File: src/rtl/mem_port_arbiter.sv
// mem_port_arbiter: round-robin sharing of one single-port data memory
// between two LSU lanes. Optional perf counters: MEM_ARB_PERF_EN.
module mem_port_arbiter #(
  parameter int ADDR_W = 32,
  parameter int DATA_W = 32,
  parameter int CNT_W  = 16
) (
  input  logic              clk,
  input  logic              rst,
  input  logic              req0,
  input  logic              we0,
  input  logic [ADDR_W-1:0] addr0,
  input  logic [DATA_W-1:0] wdata0,
  output logic              gnt0,
  output logic              rvalid0,
  output logic [DATA_W-1:0] rdata0,
  input  logic              req1,
  input  logic              we1,
  input  logic [ADDR_W-1:0] addr1,
  input  logic [DATA_W-1:0] wdata1,
  output logic              gnt1,
  output logic              rvalid1,
  output logic [DATA_W-1:0] rdata1,
  output logic              mem_read_en,
  output logic              mem_write_en,
  output logic [ADDR_W-1:0] mem_address,
  output logic [DATA_W-1:0] mem_write_data,
  input  logic [DATA_W-1:0] mem_read_data
`ifdef MEM_ARB_PERF_EN
  ,
  output logic [CNT_W-1:0]  gnt_cnt0,
  output logic [CNT_W-1:0]  gnt_cnt1,
  output logic [CNT_W-1:0]  conflict_cnt
`endif
);

  typedef enum logic {
    LANE0 = 1'b0,
    LANE1 = 1'b1
  } lane_e;

  lane_e prio_q;
  lane_e prio_d;
  logic  g0;
  logic  g1;

  // Zero or negative widths make no sense for any bus.
  if (ADDR_W < 1 || DATA_W < 1 || CNT_W < 1) begin : g_bad_param
    $error("mem_port_arbiter: widths must be positive");
  end

  // Grant: a lone requester wins, a tie goes to the pointer lane.
  // Held in reset so nothing reaches memory while rst is low.
  always_comb begin
    g0 = 1'b0;
    g1 = 1'b0;
    if (rst) begin
      unique case (1'b1)
        (req0 && req1): begin
          g0 = (prio_q == LANE0);
          g1 = (prio_q == LANE1);
        end
        (req0 && !req1): g0 = 1'b1;
        (!req0 && req1): g1 = 1'b1;
        default: ;
      endcase
    end
  end

  assign gnt0 = g0;
  assign gnt1 = g1;

  // Steer the granted lane onto the memory port; idle drives zeros.
  always_comb begin
    mem_read_en    = 1'b0;
    mem_write_en   = 1'b0;
    mem_address    = '0;
    mem_write_data = '0;
    unique case (1'b1)
      g0: begin
        mem_read_en    = !we0;
        mem_write_en   = we0;
        mem_address    = addr0;
        mem_write_data = wdata0;
      end
      g1: begin
        mem_read_en    = !we1;
        mem_write_en   = we1;
        mem_address    = addr1;
        mem_write_data = wdata1;
      end
      default: ;
    endcase
  end

  // Next pointer: the lane that just lost gets the next tie.
  always_comb begin
    prio_d = prio_q;
    if (g0) begin
      prio_d = LANE1;
    end else if (g1) begin
      prio_d = LANE0;
    end
  end

  // Round-robin pointer register.
  always_ff @(posedge clk or negedge rst) begin
    if (!rst) begin
      prio_q <= LANE0;
    end else begin
      prio_q <= prio_d;
    end
  end

  // Lane 0 read response: one-cycle valid, data held until next read.
  always_ff @(posedge clk or negedge rst) begin
    if (!rst) begin
      rvalid0 <= 1'b0;
      rdata0  <= '0;
    end else begin
      rvalid0 <= g0 && !we0;
      if (g0 && !we0) begin
        rdata0 <= mem_read_data;
      end
    end
  end

  // Lane 1 read response: one-cycle valid, data held until next read.
  always_ff @(posedge clk or negedge rst) begin
    if (!rst) begin
      rvalid1 <= 1'b0;
      rdata1  <= '0;
    end else begin
      rvalid1 <= g1 && !we1;
      if (g1 && !we1) begin
        rdata1 <= mem_read_data;
      end
    end
  end

`ifdef MEM_ARB_PERF_EN
  localparam logic [CNT_W-1:0] CntMax = '1;

  // Saturating per-lane grant counters.
  always_ff @(posedge clk or negedge rst) begin
    if (!rst) begin
      gnt_cnt0 <= '0;
      gnt_cnt1 <= '0;
    end else begin
      if (g0 && gnt_cnt0 != CntMax) begin
        gnt_cnt0 <= gnt_cnt0 + 1'b1;
      end
      if (g1 && gnt_cnt1 != CntMax) begin
        gnt_cnt1 <= gnt_cnt1 + 1'b1;
      end
    end
  end

  // Saturating count of cycles where both lanes compete.
  always_ff @(posedge clk or negedge rst) begin
    if (!rst) begin
      conflict_cnt <= '0;
    end else if (req0 && req1 && conflict_cnt != CntMax) begin
      conflict_cnt <= conflict_cnt + 1'b1;
    end
  end
`endif

endmodule

File: config.mk
export PLATFORM = sky130hd
export DESIGN_NAME = mem_port_arbiter
export DESIGN_NICKNAME = d
export VERILOG_FILES = /design/src/rtl/mem_port_arbiter.sv
export SDC_FILE = /design/constraint.sdc
export NUM_CORES = 1
export LEC_CHECK = 0
export CORE_AREA = 2 2 116 118
export DETAILED_ROUTE_END_ITERATION = 8
export DIE_AREA = 0 0 118 120
export PLACE_DENSITY = 0.73
export REMOVE_ABC_BUFFERS = 1
export SLEW_MARGIN = 20
export SYNTH_ARGS = -nofsm -noshare
export SYNTH_HDL_FRONTEND = slang
export SYNTH_SLANG_ARGS = --single-unit
File: constraint.sdc
create_clock -name clk -period 1.8 [get_ports clk]
set_input_delay 0.27 -clock clk [delete_from_list [all_inputs] [get_ports clk]]
set_output_delay 0.27 -clock clk [all_outputs]
set_load 0.02 [all_outputs]
==> results by group, run 1 <==
Power
  – Leak: about 0.0033 uW
  – Int Power: 4890 uW
  – PD cells: approximately 950 nW/um^2
  – Switching share of power: 0.309
  – Clock power frac: 0.265
  – Sequential share of power: 0.295
  – Switching component of the power: between 2000 and 2500 uW
  – Max rail drop VDD: 0.680 mV
  – Logic pwr share: 0.439

Global route
  – Initial antenna violation count: 1
  – First-pass GRT wire length: 23100 um
  – Global Route Usage Sum: 0.213
  – Vias in the first global route: 3838
  – Maximum number of pins on one net before global-route repair: 68
  – Total overflow reported by the global router: 0

Cells and area
  – Antenna Diode Count: 0
  – Commonest non-fill, non-tap cell in the layout: clkdlybuf4s50_1
  – Finished Core Util: 0.576
  – Commonest non-fill, non-tap cells in the layout: clkdlybuf4s50_1, buf_6, dfrtp_1, a22o_1, mux2_2
  – P&R area growth vs syn: 128%
  – Layout cell share with drive strength beyond 1: 0.362
  – Nets: 731

Yosys
  – Post-Syn Instances: 229
  – Register area share after synthesis: 0.510
  – Yosys cell types: 15
  – Post-Synthesis Cell Area: 3280 um^2
  – Avg Inst Size Synth: 14.3 um^2
  – Seq cells post-synth: 67
  – Synth warn: 0

Timing
  – Post-layout minimum cycle time: 1.96 ns
  – Finish-stage setup viols: 63
  – Worst setup margin: -0.161 ns
  – Unrepaired setup endpoints after global routing: true
  – Final Hold Fails: 0
  – Slew headroom: 0.435
  – Fin Clk Skew: 0.00783 ns
  – Fin Setup TNS: -5.79 ns
  – Final worst-path cycle share: 1.09
  – Final slew viol count: 0
  – Slew @ Worst Pin: 0.848 ns
  – Highest clock rate: just over 0.5 GHz

Floorplanning
  – Starting Density: 0.253
  – I/O Pins: 300
  – Rows: between 40 and 50
  – Die height: between 100 and 150 um
  – Die area: 14200 um^2
  – Die X: 118 um
  – Core ar.: between 10000 and 15000 um^2

Placed design
  – I/O Buffers: 299
  – Placer Congestion: 0.790
  – Setup WS pre-CTS: -0.626 ns
  – DP HPWL: 10800 um

CTS
  – Clock sinks: 67
  – Root Buffer: clkbuf_16
  – CTS clock-pin slew for the worst setup and hold paths: 0.06 ns
  – Total CTS buffers: 9
  – H-tree Lvls: 3
  – Hold-fix buffers at CTS: 0
  – Worst skew pair latency: between 0.3 and 0.4 ns
  – Bufs on Longest Clock Path: 2
  – CTS tree: done

Drt
  – Drt wl/cell: 20.9 um
  – Routed via count: 3508
  – ANT nets after route: 0
  – Pre-antenna DRT Iters: 4
  – Vias/cell: approximately 4.7
  – Routed WL: between 15000 and 20000 um
  – Drt drc: 0
  – Initial DRC count: between 150 and 200

Run
  – Max_cap viols: 0

Setup path
  – Critical Path Source Type: register
  – CP endpoint kind: output pin
  – Setup CP Type: register to output pin
  – Req. time, crit path: 1.53 ns
  – Max FO, Critical Path: 9
  – Worst endpoint data arrival time: 1.69 ns

Outcome
  – Failing checks: setup timing
  – Status: complete, but fails checks

Worst hold path
  – Hold WC Path Type: primary input to asynchronous set/reset pin
power groups by stage:
stage	registers (uW)	clock network, uW	logic [uW]
after detailed placement	2110	0	2830
after global placement	2090	0	2800
final	2090	1880	3110
after global routing	2140	2000	3240
after floorplan	2550	0	788
after CTS	2090	1930	3060
final timing paths:
kind                       depth (start not counted)  slack [ns]              startpoint                endpoint
min reg2reg                                        1        0.50  rdata0[26]$_DFFE_PN0P_  rdata0[26]$_DFFE_PN0P_
min                                                3        0.32                     rst      prio_q$_DFFE_PN0P_
min in group clk                                   4        0.44                     rst      prio_q$_DFFE_PN0P_
max reg2reg                                        7           0      prio_q$_DFFE_PN0P_  rdata0[13]$_DFFE_PN0P_
max in group asynchronous                          3        0.92                     rst  rdata1[28]$_DFFE_PN0P_
max                                                7       -0.16      prio_q$_DFFE_PN0P_      mem_write_data[29]
logic make-up (layout without fill, tap and decap cells):
logic type | count (synthesis) | after routing | synth area share
flip-flops | 67 | 67 | 0.510
buffers and inverters | 24 | 364 | 0.0469
AND/OR/NAND/NOR | 5 | 5 | 0.0107
AO/OA/AOI/OAI | 69 | 69 | 0.181
multiplexers | 64 | 64 | 0.251
cells in the mapped netlist, drive strengths merged:
master	instances	share of area
nand3	1	0.0015
clkbuf	5	0.0057
nand2	3	0.0034
a21oi	1	0.0015
o21ai	2	0.0030
dfrtp	67	0.51
a22o	65	0.17
mux2	64	0.25
buf	16	0.038
inv	3	0.0034
a211o	1	0.0027
nor3b	1	0.0057
sequential cells by signal (all words and copies together) (netlist names):
| signal | cells |
|---|---|
| rvalid0 | 1 |
| rvalid1 | 1 |
| prio_q | 1 |
| rdata0 | 32 |
| rdata1 | 32 |
worst max-delay path: stages, from the launching register on:
cell,delay (ns)
dfrtp_1,0.41
inv_2,0.09
a21oi_4,0.07
buf_12,0.15
buf_16,0.15
buf_6,0.12
a22o_1,0.23
buf_6,0.14
routing by layer:
layer | share of wire | global-route usage | up-vias
li1 | - | - | 1560
met1 | 0.40 | 0.259 | 1731
met2 | 0.50 | 0.351 | 191
met3 | 0.092 | 0.0813 | 24
met4 | 0.016 | 0.0663 | 2
met5 | 0.00083 | 0 | -
per-stage QoR:
step | cell area [um^2] | hold WS [ns] | std cells | total power, uW
3_5_place_dp | 6490 | 0.493 | 696 | 4940
6_report | 7470 | 0.315 | 745 | 7080
2_1_floorplan | 3140 | -0.0256 | 208 | 3340
4_1_cts | 7350 | 0.341 | 744 | 7080
5_1_grt | 7470 | 0.386 | 745 | 7380
3_3_place_gp | 6490 | 0.487 | 696 | 4890
cell type report:
type / count / area, um^2
inverter: 3 / 18.8
sequential: 67 / 1680
tap: 176 / 220
fill: 1066 / 5510
multi-input combinational: 138 / 1530
clock buffer: 9 / 225
clock inverter: 6 / 90.1
timing repair buffer: 346 / 3710
what timing repair did:
item                       in CTS  in global routing
resized for setup             394                 37
gates cloned                    9                  0
setup endpoints to repair      68                 99
buffers inserted               24                  3
pin swaps                      38                 17
Note: power is estimated with default switching activity, not from simulation.
==> inputs of run 2 (changes only) <==
Settings changed: CTS_CLUSTER_SIZE set to 20.
==> results of run 2 <==
Same layout as run 1: the final DEF is identical, and so are final timing and power.
